$ cat src/rtl/float_align_if.sv
// float_align_if: operand-pair/aligned-result handshake bus for float_align_stage
interface float_align_if #(parameter int EW = 8, parameter int MW = 23);
  localparam int W = MW + 3;
  logic in_valid, in_ready, out_valid, out_ready;
  logic [EW+MW:0] op_a, op_b;
  logic [W-1:0] big_mant, small_mant;
  logic [EW-1:0] big_exp;
  logic result_sign, sub_enable, special_out;
  modport master(
    output in_valid, op_a, op_b, out_ready,
    input in_ready, out_valid, big_mant, small_mant, big_exp, result_sign, sub_enable, special_out
  );
  modport slave(
    input in_valid, op_a, op_b, out_ready,
    output in_ready, out_valid, big_mant, small_mant, big_exp, result_sign, sub_enable, special_out
  );
endinterface

$ cat src/rtl/float_align_stage.sv
// float_align_stage: 2-stage magnitude ordering and significand alignment; FLOAT_ALIGN_STICKY_EN folds shifted-out bits into bit 0
module float_align_stage #(parameter int EW = 8, parameter int MW = 23) (
  input logic clk,
  input logic rst,
  float_align_if.slave bus
);
  localparam int W = MW + 3;
  localparam int SW = MW + 1;
  logic [EW-1:0] w_exp_a, w_exp_b, w_eff_a, w_eff_b;
  logic [SW-1:0] w_sig_a, w_sig_b;
  logic w_swap, w_s2_load, w_in_ready;
  logic r1_valid, r1_sign, r1_sub, r1_special;
  logic [SW-1:0] r1_big_sig, r1_small_sig;
  logic [EW-1:0] r1_big_exp, r1_d;
  logic r2_valid, r2_sign, r2_sub, r2_special;
  logic [W-1:0] r2_big_mant, r2_small_mant;
  logic [EW-1:0] r2_big_exp;
  logic [W-1:0] w_s, w_shift, w_small;
`ifdef FLOAT_ALIGN_STICKY_EN
  logic [W-1:0] w_mask;
`endif
  always_comb begin
    w_exp_a = bus.op_a[EW+MW-1:MW];
    w_exp_b = bus.op_b[EW+MW-1:MW];
    w_eff_a = (|w_exp_a) ? w_exp_a : EW'(1);
    w_eff_b = (|w_exp_b) ? w_exp_b : EW'(1);
    w_sig_a = {|w_exp_a, bus.op_a[MW-1:0]};
    w_sig_b = {|w_exp_b, bus.op_b[MW-1:0]};
    w_swap = (w_eff_b > w_eff_a) || (w_eff_b == w_eff_a && w_sig_b > w_sig_a);
    w_s2_load = !r2_valid || bus.out_ready;
    w_in_ready = !r1_valid || w_s2_load;
    w_s = {r1_small_sig, 2'b00};
    w_shift = w_s >> r1_d;
`ifdef FLOAT_ALIGN_STICKY_EN
    w_mask = ~({W{1'b1}} << r1_d);
    w_small = {w_shift[W-1:1], w_shift[0] | (|(w_s & w_mask))};
`else
    w_small = w_shift;
`endif
  end
  always_ff @(posedge clk) begin
    if (rst) begin
      r1_valid <= 1'b0;
      r1_sign <= 1'b0;
      r1_sub <= 1'b0;
      r1_special <= 1'b0;
      r1_big_sig <= '0;
      r1_small_sig <= '0;
      r1_big_exp <= '0;
      r1_d <= '0;
      r2_valid <= 1'b0;
      r2_sign <= 1'b0;
      r2_sub <= 1'b0;
      r2_special <= 1'b0;
      r2_big_mant <= '0;
      r2_small_mant <= '0;
      r2_big_exp <= '0;
    end else begin
      if (w_in_ready) r1_valid <= bus.in_valid;
      if (w_in_ready && bus.in_valid) begin
        r1_big_sig <= w_swap ? w_sig_b : w_sig_a;
        r1_small_sig <= w_swap ? w_sig_a : w_sig_b;
        r1_big_exp <= w_swap ? w_eff_b : w_eff_a;
        r1_d <= w_swap ? w_eff_b - w_eff_a : w_eff_a - w_eff_b;
        r1_sign <= w_swap ? bus.op_b[EW+MW] : bus.op_a[EW+MW];
        r1_sub <= bus.op_a[EW+MW] ^ bus.op_b[EW+MW];
        r1_special <= (&w_exp_a) | (&w_exp_b);
      end
      if (w_s2_load) r2_valid <= r1_valid;
      if (w_s2_load && r1_valid) begin
        r2_big_mant <= {r1_big_sig, 2'b00};
        r2_small_mant <= w_small;
        r2_big_exp <= r1_big_exp;
        r2_sign <= r1_sign;
        r2_sub <= r1_sub;
        r2_special <= r1_special;
      end
    end
  end
  assign bus.in_ready = w_in_ready;
  assign bus.out_valid = r2_valid;
  assign bus.big_mant = r2_big_mant;
  assign bus.small_mant = r2_small_mant;
  assign bus.big_exp = r2_big_exp;
  assign bus.result_sign = r2_sign;
  assign bus.sub_enable = r2_sub;
  assign bus.special_out = r2_special;
endmodule
$ cat src/flat_wrapper.sv
// flat-port wrapper written by rule: the top's interface ports become plain ports
module float_align_stage_flat 
#(parameter int EW = 8, parameter int MW = 23)
  (clk, rst, bus_in_valid, bus_op_a, bus_op_b, bus_out_ready, bus_in_ready, bus_out_valid, bus_big_mant, bus_small_mant, bus_big_exp, bus_result_sign, bus_sub_enable, bus_special_out);
  float_align_if #(.EW(EW), .MW(MW)) bus_i ();
  input logic clk;
  input logic rst;
  input wire logic [$bits(bus_i.in_valid)-1:0] bus_in_valid;
  input wire logic [$bits(bus_i.op_a)-1:0] bus_op_a;
  input wire logic [$bits(bus_i.op_b)-1:0] bus_op_b;
  input wire logic [$bits(bus_i.out_ready)-1:0] bus_out_ready;
  output wire logic [$bits(bus_i.in_ready)-1:0] bus_in_ready;
  output wire logic [$bits(bus_i.out_valid)-1:0] bus_out_valid;
  output wire logic [$bits(bus_i.big_mant)-1:0] bus_big_mant;
  output wire logic [$bits(bus_i.small_mant)-1:0] bus_small_mant;
  output wire logic [$bits(bus_i.big_exp)-1:0] bus_big_exp;
  output wire logic [$bits(bus_i.result_sign)-1:0] bus_result_sign;
  output wire logic [$bits(bus_i.sub_enable)-1:0] bus_sub_enable;
  output wire logic [$bits(bus_i.special_out)-1:0] bus_special_out;
  assign bus_i.in_valid = bus_in_valid;
  assign bus_i.op_a = bus_op_a;
  assign bus_i.op_b = bus_op_b;
  assign bus_i.out_ready = bus_out_ready;
  assign bus_in_ready = bus_i.in_ready;
  assign bus_out_valid = bus_i.out_valid;
  assign bus_big_mant = bus_i.big_mant;
  assign bus_small_mant = bus_i.small_mant;
  assign bus_big_exp = bus_i.big_exp;
  assign bus_result_sign = bus_i.result_sign;
  assign bus_sub_enable = bus_i.sub_enable;
  assign bus_special_out = bus_i.special_out;
  float_align_stage #(.EW(EW), .MW(MW)) u_core (.clk(clk), .rst(rst), .bus(bus_i));
endmodule
$ cat config.mk
export PLATFORM = sky130hd
export DESIGN_NAME = float_align_stage_flat
export DESIGN_NICKNAME = d
export VERILOG_FILES = /design/src/rtl/float_align_if.sv /design/src/rtl/float_align_stage.sv /design/src/flat_wrapper.sv
export SDC_FILE = /design/constraint.sdc
export NUM_CORES = 1
export LEC_CHECK = 0
export CAP_MARGIN = 20
export CORE_MARGIN = 1
export CORE_UTILIZATION = 40
export CTS_CLUSTER_DIAMETER = 120
export DETAILED_ROUTE_END_ITERATION = 10
export SYNTH_ARGS = -nofsm -noshare
export SYNTH_HDL_FRONTEND = slang
export SYNTH_SLANG_ARGS = --single-unit
export TNS_END_PERCENT = 1
$ cat constraint.sdc
create_clock -name clk -period 5.22 [get_ports clk]
set_clock_uncertainty 0.2 [all_clocks]
set_input_delay 1.566 -clock clk [delete_from_list [all_inputs] [get_ports clk]]
set_output_delay 1.566 -clock clk [all_outputs]
set_load 0.1 [all_outputs]
== Yosys cells after proc, flatten, opt, wreduce, memory -nomap -nowiden ==
Index checks and enable logic that the tools add are counted.

* Bits in registers: 130
* Input port bits: 68
* Word-level logic and storage cells: 42

* $add $sub $neg: 2
* $lt $le $gt $ge: 2
* Equality and inequality tests: 1
* Shifts and indexed selects: 1
* Mux-type cells: 7
* Bitwise gates (word level): 2
* Reductions and logical operators: 12

{| class="wikitable"
|+ Operators with widths
! kind !! number
|-
| 2-to-1 mux 24 bit || 2
|-
| 2-to-1 mux 8 bit || 4
|-
| >> shifter 26 x 8 -> 26 bit || 1
|-
| > comparator 24 bit || 1
|-
| AND reduction 8 bit || 2
|-
| OR reduction 8 bit || 2
|-
| subtractor 8 bit || 2
|-
| == test 8 bit || 1
|-
| > comparator 8 bit || 1
|-
| logical AND 1 bit || 3
|-
| logical OR 1 bit || 3
|-
| zero test 1 bit || 2
|-
| 2-to-1 mux 1 bit || 1
|-
| OR 1 bit || 1
|-
| XOR 1 bit || 1
|}

== Longest topological paths before layout ==
* Word-level depth: 6
* Depth in mapped cells: 17

== Worst setup path after synthesis ==
OpenSTA, ideal clock, no wires.

* Path type: in2reg
* Start: in bus_op_a[23]
* End: reg u_core.r1_d[5]
* Data arrival time: 4.261 ns
* Data required time: 4.941 ns
* Setup slack: 0.680 ns
* Stages on the path: 11
* Path buffers: 0
* Path through: or4_1 nor2_1 ha_1 nand4_4 nor2_1 a221oi_1 o211ai_1 a211oi_4 mux2_1 a211o_1 o211ai_1

* Word-level cells in the longest chain between the ends: 6

{| class="wikitable"
|+ RTL lines
! item !! RTL line !! source
|-
| start, declared || flat_wrapper.sv:9 || <nowiki>input wire logic [$bits(bus_i.op_a)-1:0] bus_op_a;</nowiki>
|-
| parallel branches: the longest is 5 deep, another holds > comparator 24 bit || -- ||
|-
| 2-to-1 mux 8 bit * || float_align_stage.sv:64 || <nowiki>r1_d <= w_swap ? w_eff_b - w_eff_a : w_eff_a - w_eff_b;</nowiki>
|-
| end signal, assigned || float_align_stage.sv:64 ||
|-
| end, declared || float_align_stage.sv:14 || <nowiki>logic [EW-1:0] r1_big_exp, r1_d;</nowiki>
|}

Every way passes the cells marked *.
A chain may end at the register's enable or synchronous reset.

== Worst setup path in the final report ==
* Start: in bus_op_a[23]
* End: reg u_core.r1_small_sig[8]

* Word-level cells in the longest chain between the ends: 6

{| class="wikitable"
|+ RTL lines
! item !! RTL line !! source
|-
| parallel branches: the longest is 4 deep, another holds > comparator 24 bit || -- ||
|-
| logical OR 1 bit * || float_align_stage.sv:29 || <nowiki>w_swap = (w_eff_b > w_eff_a) || (w_eff_b == w_eff_a && w_sig_b > w_sig_a);</nowiki>
|-
| 2-to-1 mux 24 bit * || float_align_stage.sv:62 || <nowiki>r1_small_sig <= w_swap ? w_sig_a : w_sig_b;</nowiki>
|-
| end signal, assigned || float_align_stage.sv:62 ||
|-
| end, declared || float_align_stage.sv:13 || <nowiki>logic [SW-1:0] r1_big_sig, r1_small_sig;</nowiki>
|}

Marks and branches as above.

==> impl_metrics.csv <==
group,metric,value,unit
outcome,status,"complete, no violations",
sta,rsz0062_at_grt,"no",
logic_synthesis,synth_top_area_cell,"dfxtp_1",
floorplan,ios,133,
setup_path,critPathLaunchType,"input port",
cts,holdBufCountCts,0,
cts,cts_resized,0,
cts,clk_pin_slew_worst_paths,0.06,ns
logic_synthesis,syn_inst,915,
drt,drt_iter0_drc,416,
layout,nNetsFinal,1138,
grt,first_global_vias,6307,
layout,final_util,0.525,
logic_synthesis,synth.avg_cell_area,8.41,um2
logic_synthesis,async_reset_ff_frac,0,
setup_path,worstSetupEndpointType,"flip-flop",
drt,routedWlPerCell,16.5,um
floorplan,die_h,141,um
place,gp_congestion,0.906,
logic_synthesis,synth_top_area_share,0.338,
grt,grt_pass1_wl,33.4,mm
setup_path,critPathMaxFanout,25,
layout,area_growth,28.1,%
sta,min_period,4.87,ns
layout,layout-drive-gt1-share,0.101,
sta,timing.slew.headroom,0.324,
grt,grt_overflow,0,
setup_path,rrSetupSlack,2.19,ns
grt,track_usage,0.217,
cts,numCtsBuffers,17,
layout,diodes,0,
place,dp_hpwl,15.9,mm
drt,viasPerCell,5.46,
cts,clock_sinks,130,
logic_synthesis,ys_top_cells_by_area,"dfxtp_1 34%, mux2i_1 9.8%, ha_1 6.3%",
sta,min_period_over_period,0.934,
sta,finalHoldViolations,0,
place,postPlaceCellArea,9240,um2
setup_path,required,5.30,ns
cts,htreeDepth,4,
logic_synthesis,synth_area,7690,um2
cts,cts-root-buf,"clkbuf_16",
pwr,finalPower,3.16,mW
cts,cts_buffer_depth,2,
logic_synthesis,synth_seq_area_share,0.338,
logic_synthesis,ys_ff_latch,130,
place,io_buffers,130,
drt,first_pass_iters,5,
pwr,p_leak,4.02,nW
sta,final_max_slew_viol_count,0,
cts,post_cts_buffers,0,
setup_path,reg2reg_depth,7,
drt,detail-route-antenna-nets,0,
floorplan,die-area,19800,um2
floorplan,dieWidth,141,um
pwr,p_per_area,321,nW/um2
logic_synthesis,synth_cell_types,56,
cts,cts_tree,"built",
grt,grt_antenna_before_repair,0,
sta,fmax,205,MHz
floorplan,rows,50,
setup_path,crit_type,"input port to flip-flop",
floorplan,start_util,0.410,
drt,wl,21.1,mm
logic_synthesis,synth_warnings,0,
grt,grt_start_max_net_pins,88,
logic_synthesis,synth_ff_type,"dfxtp_1",
min_path,holdCritPathClass,"flip-flop to flip-flop",
floorplan,coreArea,18800,um2
drt,vias,6967,
sta,worst_slew_pin_slew,1.01,ns
pwr,vdd_drop_max,0.251,mV
cts,clk-insertion-delay-late,0.43,ns
run,maxCapViolations,0,
setup_path,arrival,4.95,ns
min_path,holdPathStages,2,
layout,design_area,9850,um2
logic_synthesis,synth-edff-count,0,
drt,drc,0,
sta,setup_viol,0,
[state kept, by name, summed over array words and instances, names as in the netlist]
signal / count
u_core.bus.big_exp: 8
u_core.bus.big_mant: 24
u_core.bus.out_valid: 1
u_core.bus.result_sign: 1
u_core.bus.small_mant: 26
u_core.bus.special_out: 1
u_core.bus.sub_enable: 1
u_core.r1_big_exp: 8
u_core.r1_big_sig: 24
u_core.r1_d: 8
u_core.r1_sign: 1
u_core.r1_small_sig: 24
u_core.r1_special: 1
u_core.r1_sub: 1
u_core.r1_valid: 1
[layout make-up]
| cell class | count | area [um2] |
|---|---|---|
| well taps | 234 | 293 |
| clock inverters | 14 | 174 |
| multi-input cells | 658 | 4500 |
| fillers | 1811 | 8910 |
| inverters | 47 | 176 |
| flip-flops and latches | 130 | 2600 |
| clock buffers | 18 | 439 |
| repair buffers | 175 | 1670 |
[layer usage]
metal	up-vias	GRT usage	wire length, um
met5	-	0	0
met4	0	0.0910	569
met3	35	0.0459	953
met2	187	0.349	9920
met1	3270	0.282	9630
li1	3475	-	-
[worst max-delay path, stage by stage]
cell and delay, ns:
clkdlybuf4s50_1 0.42, or4_1 0.53, nor2_1 0.14, buf_4 0.14, ha_1 0.26, nand4_4 0.11, nor2_1 0.05, a221oi_1 0.29
o211ai_1 0.19, a211oi_4 0.42, buf_4 0.46, mux2i_1 0.25, a211oi_1 0.09
[power by group]
part           leakage [nW]  internal, mW  total [mW]  switching (mW)
combinational          2.65         0.311       0.793           0.482
clock                 0.302         0.769        1.25           0.485
sequential             1.07          1.06        1.12          0.0618
total                  4.02          2.14        3.16            1.03
[kinds of logic (layout without fill, tap and decap cells)]
group,after synthesis,after routing,synth area share
AND/OR/NAND/NOR,297,297,0.167
AO/OA/AOI/OAI,217,217,0.189
flip-flops,130,130,0.338
buffers and inverters,128,254,0.0794
multiplexers,96,96,0.152
adder cells (fa/ha/maj),41,41,0.0687
XOR/XNOR,5,5,0.00569
other,1,2,0.000488
[path summary, 6_finish.rpt]
| kind | start | to |
|---|---|---|
| setup reg to reg | u_core.r1_d[0] | u_core.bus.small_mant[0] |
| hold / removal | u_core.bus.big_mant[23] | u_core.bus.big_mant[23] |
| setup / recovery | bus_op_a[23] | u_core.r1_small_sig[8] |
| hold reg to reg | u_core.bus.big_mant[23] | u_core.bus.big_mant[23] |
[per-stage QoR]
stage	hold slack [ns]	std cells	worst slack [ns]	setup TNS (ns)
4_1_cts	0.251	1276	0.339	0
2_1_floorplan	0.232	916	0.680	0
5_1_grt	0.269	1276	0.0294	0
6_report	0.251	1276	0.346	0
3_3_place_gp	0.243	1244	0.0119	0
3_5_place_dp	0.246	1244	-0.104	-2.43
[cells in the mapped netlist, types with 2 or more instances]
library cell / number
ha_1: 39
nand2b_1: 6
mux2_1: 4
a21o_1: 8
mux4_2: 16
o21ai_1: 10
buf_1: 2
nand3b_1: 3
a211oi_1: 64
nand2_1: 121
o211ai_1: 9
and3_1: 2
nand4_1: 12
a22oi_1: 15
buf_4: 3
a31oi_1: 6
buf_2: 4
nor4_1: 3
o2111ai_1: 2
xnor2_1: 5
a21oi_1: 68
nor2_1: 113
a221oi_1: 4
buf_12: 7
nor2b_1: 9
clkbuf_1: 65
inv_1: 46
dfxtp_1: 130
a311oi_1: 5
nor3_1: 10
o22ai_1: 4
a211o_1: 2
or3_1: 2
a31o_1: 2
mux2i_1: 75
nand3_1: 10
fa_1: 2
o21bai_1: 2
o21ai_0: 8
[layout by cell type (no fill, tap or decap), types with 3 or more instances in the layout]
cell / n
dfxtp_1: 130
a311oi_1: 5
clkbuf_16: 17
nor2b_1: 8
buf_4: 44
nor4_1: 3
mux4_2: 16
o22ai_1: 4
a31oi_1: 6
nand4_1: 12
nor2_1: 113
mux2_1: 4
nand3b_1: 3
nand2b_1: 5
ha_1: 39
o211ai_1: 9
a21o_1: 8
xnor2_1: 5
inv_1: 46
o21ai_1: 10
inv_6: 5
nand2_1: 121
o21ai_0: 8
a221oi_1: 4
mux2i_1: 75
a211oi_1: 64
a21oi_1: 67
a22oi_1: 15
clkdlybuf4s50_1: 128
nor3_1: 10
nand3_1: 10
clkinv_2: 3
bufinv_16: 3
buf_12: 3
(Power assumes the default switching activity.)
